--- src/rtl/axis_video_gen.sv ---
// AXI4-Stream test-pattern generator: frames of IMG_WIDTH x IMG_HEIGHT pixels with optional blanking.
// Define AXIS_VGEN_LFSR_EN to make mode 3 an LFSR pattern; otherwise mode 3 is an 8x8 checkerboard.
module axis_video_gen #(
  parameter int unsigned IMG_WIDTH  = 2560,
  parameter int unsigned IMG_HEIGHT = 1440,
  parameter int unsigned DATA_WIDTH = 8,
  parameter int unsigned CHANNELS   = 1,
  parameter int unsigned H_BLANK    = 0,
  parameter int unsigned V_BLANK    = 0
) (
  input  logic                           clk,
  input  logic                           resetn,
  input  logic                           en,
  input  logic [1:0]                     mode,
  output logic [DATA_WIDTH*CHANNELS-1:0] m_axis_tdata,
  output logic                           m_axis_tvalid,
  input  logic                           m_axis_tready,
  output logic                           m_axis_tlast,
  output logic                           m_axis_tuser,
  output logic                           frame_done,
  output logic [15:0]                    frame_cnt
);

  localparam int unsigned XW = (IMG_WIDTH  > 1) ? $clog2(IMG_WIDTH)  : 1;
  localparam int unsigned YW = (IMG_HEIGHT > 1) ? $clog2(IMG_HEIGHT) : 1;
  localparam int unsigned TW = DATA_WIDTH * CHANNELS;

  typedef enum logic [1:0] {S_IDLE, S_ACTIVE, S_HBLANK, S_VBLANK} state_t;

  state_t                  state_q, state_d;
  logic [1:0]              rst_sync_q;
  logic [XW-1:0]           x_q, x_d;
  logic [YW-1:0]           y_q, y_d;
  logic [1:0]              mode_q, mode_d;
  logic [DATA_WIDTH-1:0]   cnt_q, cnt_d;
  logic [31:0]             blank_q, blank_d;
  logic [TW-1:0]           tdata_q, tdata_d;
  logic                    tvalid_q, tvalid_d;
  logic                    tlast_q, tlast_d;
  logic                    tuser_q, tuser_d;
  logic                    frame_done_q, frame_done_d;
  logic [15:0]             frame_cnt_q, frame_cnt_d;
`ifdef AXIS_VGEN_LFSR_EN
  logic [15:0]             lfsr_q, lfsr_d;
  logic [31:0]             l32;
`endif

  logic                    run_ok;
  logic                    start;
  logic                    load;
  logic [DATA_WIDTH-1:0]   p;
  logic [31:0]             x32, y32;

  assign run_ok = rst_sync_q[1];

  always_comb begin
    state_d      = state_q;
    x_d          = x_q;
    y_d          = y_q;
    mode_d       = mode_q;
    cnt_d        = cnt_q;
    blank_d      = blank_q;
    tdata_d      = tdata_q;
    tvalid_d     = tvalid_q;
    tlast_d      = tlast_q;
    tuser_d      = tuser_q;
    frame_done_d = 1'b0;
    frame_cnt_d  = frame_cnt_q;
`ifdef AXIS_VGEN_LFSR_EN
    lfsr_d       = lfsr_q;
`endif
    start        = 1'b0;
    load         = 1'b0;
    p            = '0;
    x32          = '0;
    y32          = '0;

    case (state_q)
      S_IDLE: begin
        if (run_ok && en) start = 1'b1;
      end
      S_ACTIVE: begin
        if (tvalid_q && m_axis_tready) begin
          cnt_d = cnt_q + 1'b1;
`ifdef AXIS_VGEN_LFSR_EN
          lfsr_d = {lfsr_q[14:0], lfsr_q[15] ^ lfsr_q[13] ^ lfsr_q[12] ^ lfsr_q[10]};
`endif
          if (!tlast_q) begin
            x_d  = x_q + 1'b1;
            load = 1'b1;
          end else if (y_q != YW'(IMG_HEIGHT - 1)) begin
            x_d = '0;
            y_d = y_q + 1'b1;
            if (H_BLANK != 0) begin
              state_d  = S_HBLANK;
              blank_d  = 32'(H_BLANK - 1);
              tvalid_d = 1'b0;
              tlast_d  = 1'b0;
              tuser_d  = 1'b0;
            end else begin
              load = 1'b1;
            end
          end else begin
            frame_done_d = 1'b1;
            frame_cnt_d  = frame_cnt_q + 16'd1;
            tvalid_d     = 1'b0;
            tlast_d      = 1'b0;
            tuser_d      = 1'b0;
            if (V_BLANK != 0) begin
              state_d = S_VBLANK;
              blank_d = 32'(V_BLANK - 1);
            end else if (en) begin
              start = 1'b1;
            end else begin
              state_d = S_IDLE;
            end
          end
        end
      end
      S_HBLANK: begin
        if (blank_q == '0) begin
          state_d = S_ACTIVE;
          load    = 1'b1;
        end else begin
          blank_d = blank_q - 32'd1;
        end
      end
      S_VBLANK: begin
        if (blank_q != '0) blank_d = blank_q - 32'd1;
        else if (en)       start   = 1'b1;
        else               state_d = S_IDLE;
      end
      default: state_d = S_IDLE;
    endcase

    if (start) begin
      state_d = S_ACTIVE;
      x_d     = '0;
      y_d     = '0;
      cnt_d   = '0;
      mode_d  = mode;
`ifdef AXIS_VGEN_LFSR_EN
      lfsr_d  = 16'hACE1;
`endif
      load    = 1'b1;
    end

    // Beat contents are computed from the next-state counters so they are registered with tvalid.
    if (load) begin
      x32 = 32'(x_d);
      y32 = 32'(y_d);
      case (mode_d)
        2'd0:    p = cnt_d;
        2'd1:    p = DATA_WIDTH'(x32);
        2'd2:    p = DATA_WIDTH'(y32);
        default: begin
`ifdef AXIS_VGEN_LFSR_EN
          l32 = 32'(lfsr_d);
          p   = DATA_WIDTH'(l32);
`else
          p   = {DATA_WIDTH{x32[3] ^ y32[3]}};
`endif
        end
      endcase
      tvalid_d = 1'b1;
      tlast_d  = (x_d == XW'(IMG_WIDTH - 1));
      tuser_d  = (x_d == '0) && (y_d == '0);
      for (int unsigned c = 0; c < CHANNELS; c++) begin
        tdata_d[c*DATA_WIDTH +: DATA_WIDTH] = p + DATA_WIDTH'(c);
      end
    end
`ifdef AXIS_VGEN_LFSR_EN
    else begin
      l32 = '0;
    end
`endif
  end

  always_ff @(posedge clk or negedge resetn) begin
    if (!resetn) begin
      rst_sync_q   <= '0;
      state_q      <= S_IDLE;
      x_q          <= '0;
      y_q          <= '0;
      mode_q       <= '0;
      cnt_q        <= '0;
      blank_q      <= '0;
      tdata_q      <= '0;
      tvalid_q     <= 1'b0;
      tlast_q      <= 1'b0;
      tuser_q      <= 1'b0;
      frame_done_q <= 1'b0;
      frame_cnt_q  <= '0;
`ifdef AXIS_VGEN_LFSR_EN
      lfsr_q       <= 16'hACE1;
`endif
    end else begin
      rst_sync_q   <= {rst_sync_q[0], 1'b1};
      state_q      <= state_d;
      x_q          <= x_d;
      y_q          <= y_d;
      mode_q       <= mode_d;
      cnt_q        <= cnt_d;
      blank_q      <= blank_d;
      tdata_q      <= tdata_d;
      tvalid_q     <= tvalid_d;
      tlast_q      <= tlast_d;
      tuser_q      <= tuser_d;
      frame_done_q <= frame_done_d;
      frame_cnt_q  <= frame_cnt_d;
`ifdef AXIS_VGEN_LFSR_EN
      lfsr_q       <= lfsr_d;
`endif
    end
  end

  assign m_axis_tdata  = tdata_q;
  assign m_axis_tvalid = tvalid_q;
  assign m_axis_tlast  = tlast_q;
  assign m_axis_tuser  = tuser_q;
  assign frame_done    = frame_done_q;
  assign frame_cnt     = frame_cnt_q;

endmodule

--- config.mk ---
export PLATFORM = sky130hd
export DESIGN_NAME = axis_video_gen
export DESIGN_NICKNAME = d
export VERILOG_FILES = /design/src/rtl/axis_video_gen.sv
export SDC_FILE = /design/constraint.sdc
export NUM_CORES = 1
export LEC_CHECK = 0
export ABC_AREA = 1
export BUFFER_PORTS_ARGS = -buffer_cell sky130_fd_sc_hd__buf_2
export CORE_UTILIZATION = 45
export CTS_CLUSTER_SIZE = 14
export DETAILED_ROUTE_END_ITERATION = 7
export GPL_TIMING_DRIVEN = 1
export PLACE_DENSITY = 0.65
export SYNTH_ARGS = -nofsm -noshare
export SYNTH_HDL_FRONTEND = slang
export SYNTH_SLANG_ARGS = --single-unit
--- constraint.sdc ---
create_clock -name clk -period 2.75 [get_ports clk]
set_input_delay 0.55 -clock clk [delete_from_list [all_inputs] [get_ports clk]]
set_output_delay 0.55 -clock clk [all_outputs]
set_load 0.02 [all_outputs]
==> results of run 1 <==
-- cell families after synthesis --
| family | share of synthesized area, % |
|---|---|
| AO/OA/AOI/OAI | 2.35 |
| flip-flops | 43.5 |
| adder cells (fa/ha/maj) | 1.36 |
| buffers and inverters | 8.67 |
| XOR/XNOR | 4.28 |
| AND/OR/NAND/NOR | 39.7 |
| other | 0.102 |
-- worst paths after layout --
path                                        end           from  cells past startpoint  slack [ns]
worst max register to register  m_axis_tdata[4]         y_q[0]                     13        0.37
worst min register to register    rst_sync_q[1]  rst_sync_q[0]                      0        0.36
worst max-delay path            m_axis_tdata[4]         y_q[0]                     13        0.37
min in group clk                  rst_sync_q[1]  rst_sync_q[0]                      0        0.36
worst min-delay path                   cnt_q[1]         resetn                      1        0.16
max in group asynchronous                x_q[3]         resetn                      2        1.84
-- report_power, final --
part           internal, mW  switching [mW]
combinational         0.336           0.719
sequential             1.13           0.164
clock                 0.507           0.381
-- cells in the final DEF (no fill, tap or decap), types with 4 or more instances in the layout --
cell type	Yosys	final
nand2_1	126	126
nand3_1	78	78
nor2_1	65	65
inv_1	65	65
dfrtp_1	64	64
buf_2	9	33
nand4_1	14	14
xor2_1	11	11
clkbuf_8	0	9
o21ai_0	7	7
xnor2_1	7	7
buf_4	0	7
nor2_4	6	6
nand2_2	6	6
nand3b_1	5	5
a21oi_1	4	4
nor3_1	4	4
ha_1	4	4
-- stage by stage --
stage          cells  total power, mW  cell area, µm²  hold slack (ns)  util, %
2_1_floorplan    495             2.04            3680            0.254        -
3_3_place_gp     626             2.34            3960            0.332     50.7
3_5_place_dp     626             2.36            3960            0.345     50.7
4_1_cts          642             3.25            4170            0.178     53.4
5_1_grt          642             3.46            4170            0.192     53.4
6_report         642             3.24            4170            0.161     53.4
-- registers in the layout (all words and copies together), names as in the netlist, 2 cells and up --
name and flops:
m_axis_tdata 8, frame_cnt 16, rst_sync_q 2, cnt_q 8, y_q 11, mode_q 2
x_q 12
-- worst max-delay path: stages, from the launching register on --
cell and delay [ns]:
dfrtp_1 0.39, ha_1 0.20, nand2_1 0.11, nor2_4 0.18, nand4_4 0.16, nand2_4 0.13, nand2_4 0.22, nand2_1 0.12
nand2_1 0.24, nor2_1 0.17, nand2_1 0.08, nand2_2 0.13, nor2_1 0.07, nor2_1 0.10
-- routing by layer --
| layer | wire length, µm | part of all wire [%] | up-vias |
|---|---|---|---|
| met5 | 0 | 0 | - |
| met4 | 226 | 2.5 | 0 |
| met3 | 360 | 4.0 | 19 |
| met2 | 4070 | 45 | 75 |
| met1 | 4420 | 49 | 1536 |
| li1 | - | - | 1649 |
-- cell type report --
type / instances / area (µm²)
Clock buffer: 10 / 128
Clock inverter: 6 / 83.8
Fill cell: 768 / 3640
Inverter: 67 / 251
Multi-Input combinational cell: 353 / 1760
Sequential cell: 64 / 1600
Tap cell: 102 / 128
Timing Repair Buffer: 40 / 218
==> reports/qor.yml, run 1 <==
syn_area_um2: 3680
dp_hpwl_mm: 6.83
first_iter_violations: 235
ys_top_cells_by_count: "nand2_1 (126), nand3_1 (78), inv_1 (65), nor2_1 (65), dfrtp_1 (64)"
synth_seq_cells: 64
wl_per_cell_um: 14.1
pre_cts_ws_ns: 0.382
critPathArrivalTime_ns: 2.66
placementRows: 32
start_util_pct: 47.1
cts_resized: 0
drc_errors: 0
fin_worst_skew_ns: 0.0103
worst_slack_ns: 0.368
drt-total-wl_mm: 9.08
grt_pass1_vias: 3212
antenna_found_initial: 0
cts_hold_buf: 0
cts_buffers: 9
synth_fp_nets: 505
ant_nets: 0
grt_usage_pct: 23.3
cp_max_fo: 33
tightest_slew_ns: 0.621
ys.warnings.count: 0
dieArea_um2: 8540
grt_busiest_layer: "met2"
viasPerCell: 5.11
htree_levels: 3
synth.top_cells.by_area: "dfrtp_1 (44%), nand2_1 (13%), nand3_1 (11%)"
ys_types: 29
yosys.area.top_type: "dfrtp_1"
n_antenna_cell: 0
critPathCaptureType: "flip-flop"
syn_avg_cell_area_um2: 7.43
nets: 545
dieHeight_um: 92.4
rsz0062_at_grt: "no"
synth_cells: 495
leakage_nw: 2.30
clock_sinks: 64
finalSetupViolCount: 0
peakVddDrop_mv: 0.500
ys_async_sr_fraction_pct: 100
cts_root_buf: "clkbuf_8"
firstDrtPassIters: 4
cp-start-kind: "flip-flop"
synth-edff-count: 0
ios: 34
synth_top_flop_cell: "dfrtp_1"
grtUsageMet2_pct: 35.2
min_period_ns: 2.38
status: "finished, final reports clean"
max-cap-violations: 0
grtUsageMet3_pct: 4.27
drive_above_1_share_pct: 14.6
grt_max_degree: 34
insertion_delay_ns: 0.35
via_count: 3279
timing.fmax_mhz: 420
setup_tns_ns: 0
fp.coreArea_um2: 7810
die_w_um: 92.4
yosysTopAreaCellShare_pct: 43.5
grt-ovfl-total: 0
ctsLongestPathBuffers: 2
hold_violations: 0
cts_tree: "done"
path_clk_slew_ns: 0.07
syn_to_final_growth_pct: 13.3
yosysSeqAreaShare_pct: 43.5
worst-setup-path-type: "reg2reg"
portBuffers: 33
met1_usage_pct: 32.4
powerDensity_nw_per_um2: 778
cts_setup_buffers: 0
drv_slew: 0
grt_pass1_wl_mm: 15.4
maxSlewHeadroom_pct: 58.1
synth.most_common_cell: "nand2_1"
min_path_type: "in2async"
min_period_over_period_pct: 86.6
worstPathRequired_ns: 3.03
gp_congestion: 0.895
Note: power is estimated with default switching activity, not from simulation.
==> run 2, diff against run 1 <==
CORE_UTILIZATION = 50   (was 45)
PLACE_DENSITY = 0.71   (was 0.65)
==> run 2 against run 1 <==
Clock power rose by 3.6%; combinational power about the same; sequential power hardly changed; global-route usage is 1.6 points higher; largest cell class unchanged; largest power group unchanged.
==> reports/qor.yml, run 2 (synthesized netlist as in run 1, its figures left out) <==
critical-path-slowest-cell: "dfrtp_1"
cts_tree: "done"
start_util_pct: 53.0  # +5.9 points
setup_tns_ns: 0  # unchanged
first_iter_violations: 209  # -11%
drc_errors: 0  # unchanged
crit_chain: "ha_1, nand2_1, nor2_4, nand4_4, nand2_4, nand2_4, nand2_1, nand2_1, nor2_2, nand2_1, nand3_1, nor2_1, nor2_1"
cts_hold_buf: 0  # unchanged
cts_root_buf: "clkbuf_8"
status: "finished, final reports clean"
cts_setup_buffers: 0  # unchanged
rsz0062_at_grt: "no"
dr_wl_met2_mm: 3.90  # -4.1%
portBuffers: 33  # unchanged
tightest_slew_ns: 0.595  # -0.0260 ns
power_mw: 3.27  # +0.84%
fp.coreArea_um2: 6940  # -11%
grt_pass1_vias: 3029  # -5.7%
insertion_delay_ns: 0.34  # about the same
top_layer: "met4"
crit_buf_inv: 0  # unchanged
ant_nets: 0  # unchanged
mostFrequentLayoutCell: "nand2_1"
wl_met1_mm: 4.00  # -9.4%
min_period_ns: 2.37  # -0.0120 ns
gp_congestion: 0.883  # -1.3%
via_count: 3354  # +2.3%
cts_buffers: 9  # unchanged
fin_worst_skew_ns: 0.00658  # -0.00368 ns
path_clk_slew_ns: 0.07  # about the same
critPathCaptureType: "flip-flop"
grt_max_degree: 34  # unchanged
min_period_over_period_pct: 86.2  # -0.44 points
hold_violations: 0  # unchanged
syn_to_final_growth_pct: 13.6
multi_input_area_um2: 1760  # unchanged
timing.fmax_mhz: 422  # +0.51%
drt-total-wl_mm: 8.65  # -4.7%
wl_per_cell_um: 13.6  # -3.8%
ios: 34  # unchanged
min_path_type: "in2async"
leakage_nw: 2.30  # +0.12%
dieHeight_um: 87.8  # -5.0%
worst-setup-path-type: "reg2reg"
cp-start-kind: "flip-flop"
firstDrtPassIters: 6  # +2
largest_register_ffs: 16  # unchanged
holdWs_ns: 0.130  # -0.0311 ns
drive_above_1_share_pct: 14.6  # unchanged
cts_resized: 0  # unchanged
powerDensity_nw_per_um2: 782  # +0.54%
placementRows: 30  # -6.3%
clock_sinks: 64  # unchanged
die_w_um: 87.8  # -5.0%
nets: 545  # unchanged
grt-ovfl-total: 0  # unchanged
htree_levels: 3  # unchanged
cp_max_fo: 33  # unchanged
maxSlewHeadroom_pct: 59.9  # +1.8 points
final-seq-area_um2: 1600  # unchanged
grt_usage_pct: 24.9  # +1.6 points
cpMostUsedCell: "nand2_1"
antenna_found_initial: 0  # unchanged
n_antenna_cell: 0  # unchanged
drv_slew: 0  # unchanged
layout_common_cells: "nand2_1 (126), nand3_1 (78), nor2_1 (65), inv_1 (65), dfrtp_1 (64)"
num-fill-cells: 646  # -16%
grt_pass1_wl_mm: 14.7  # -4.6%
peakVddDrop_mv: 0.568  # +14%
critPathMaxStageDelay_ns: 0.38  # about the same
max-cap-violations: 0  # unchanged
viasPerCell: 5.27  # +3.3%
dr_wl_met3_um: 551  # +53%
ctsLongestPathBuffers: 2  # unchanged
worstPathRequired_ns: 3.02  # about the same
dp_hpwl_mm: 6.59  # -3.5%
critPathArrivalTime_ns: 2.64  # -0.02 ns
finalSetupViolCount: 0  # unchanged
crit_family: "simple AND/OR/NAND/NOR gates"
dieArea_um2: 7710  # -9.8%
==> run 2: per-layer routing <==
metal | vias up | global-route usage (%)
met5 | - | 0
met4 | 0 | 8.20
met3 | 21 | 5.56
met2 | 124 | 38.0
met1 | 1559 | 35.3
li1 | 1650 | -
==> run 2: through the flow <==
step                      area, µm²  util [%]  worst slack [ns]  cells
after global routing           4180      60.2             0.109    636
after floorplan                3680         -             0.787    495
after detailed placement       3950      56.9             0.418    620
final                          4180      60.2             0.380    636
after global placement         3950      56.9             0.448    620
after CTS                      4180      60.2             0.400    636
==> run 2: worst paths after layout <==
path | startpoint | end | slack [ns] | cells past startpoint
max | y_q[0] | m_axis_tdata[6] | 0.38 | 13
min | resetn | m_axis_tlast | 0.13 | 1
max reg2reg | y_q[0] | m_axis_tdata[6] | 0.38 | 13
min reg2reg | rst_sync_q[0] | rst_sync_q[1] | 0.35 | 0
max in group asynchronous | resetn | m_axis_tdata[7] | 1.90 | 2
min in group clk | rst_sync_q[0] | rst_sync_q[1] | 0.35 | 0
==> run 2: worst reg2reg max path, cell delays in order (launching register included) <==
cell	delay, ns
dfrtp_1	0.38
ha_1	0.20
nand2_1	0.11
nor2_4	0.19
nand4_4	0.16
nand2_4	0.13
nand2_4	0.22
nand2_1	0.13
nand2_1	0.21
nor2_2	0.26
nand2_1	0.08
nand3_1	0.09
nor2_1	0.05
nor2_1	0.09
==> run 2: layout make-up <==
type / instances / share of cell area [%]
multi-input cells: 353 / 42.1
flip-flops and latches: 64 / 38.3
inverters: 67 / 6.01
repair buffers: 40 / 5.21
clock buffers: 12 / 3.71
well taps: 96 / 2.87
clock inverters: 4 / 1.83
==> run 2: report_power, final <==
| group | switching (mW) | internal (mW) |
|---|---|---|
| clock | 0.358 | 0.562 |
| sequential | 0.165 | 1.13 |
| combinational | 0.715 | 0.335 |
| total | 1.24 | 2.03 |
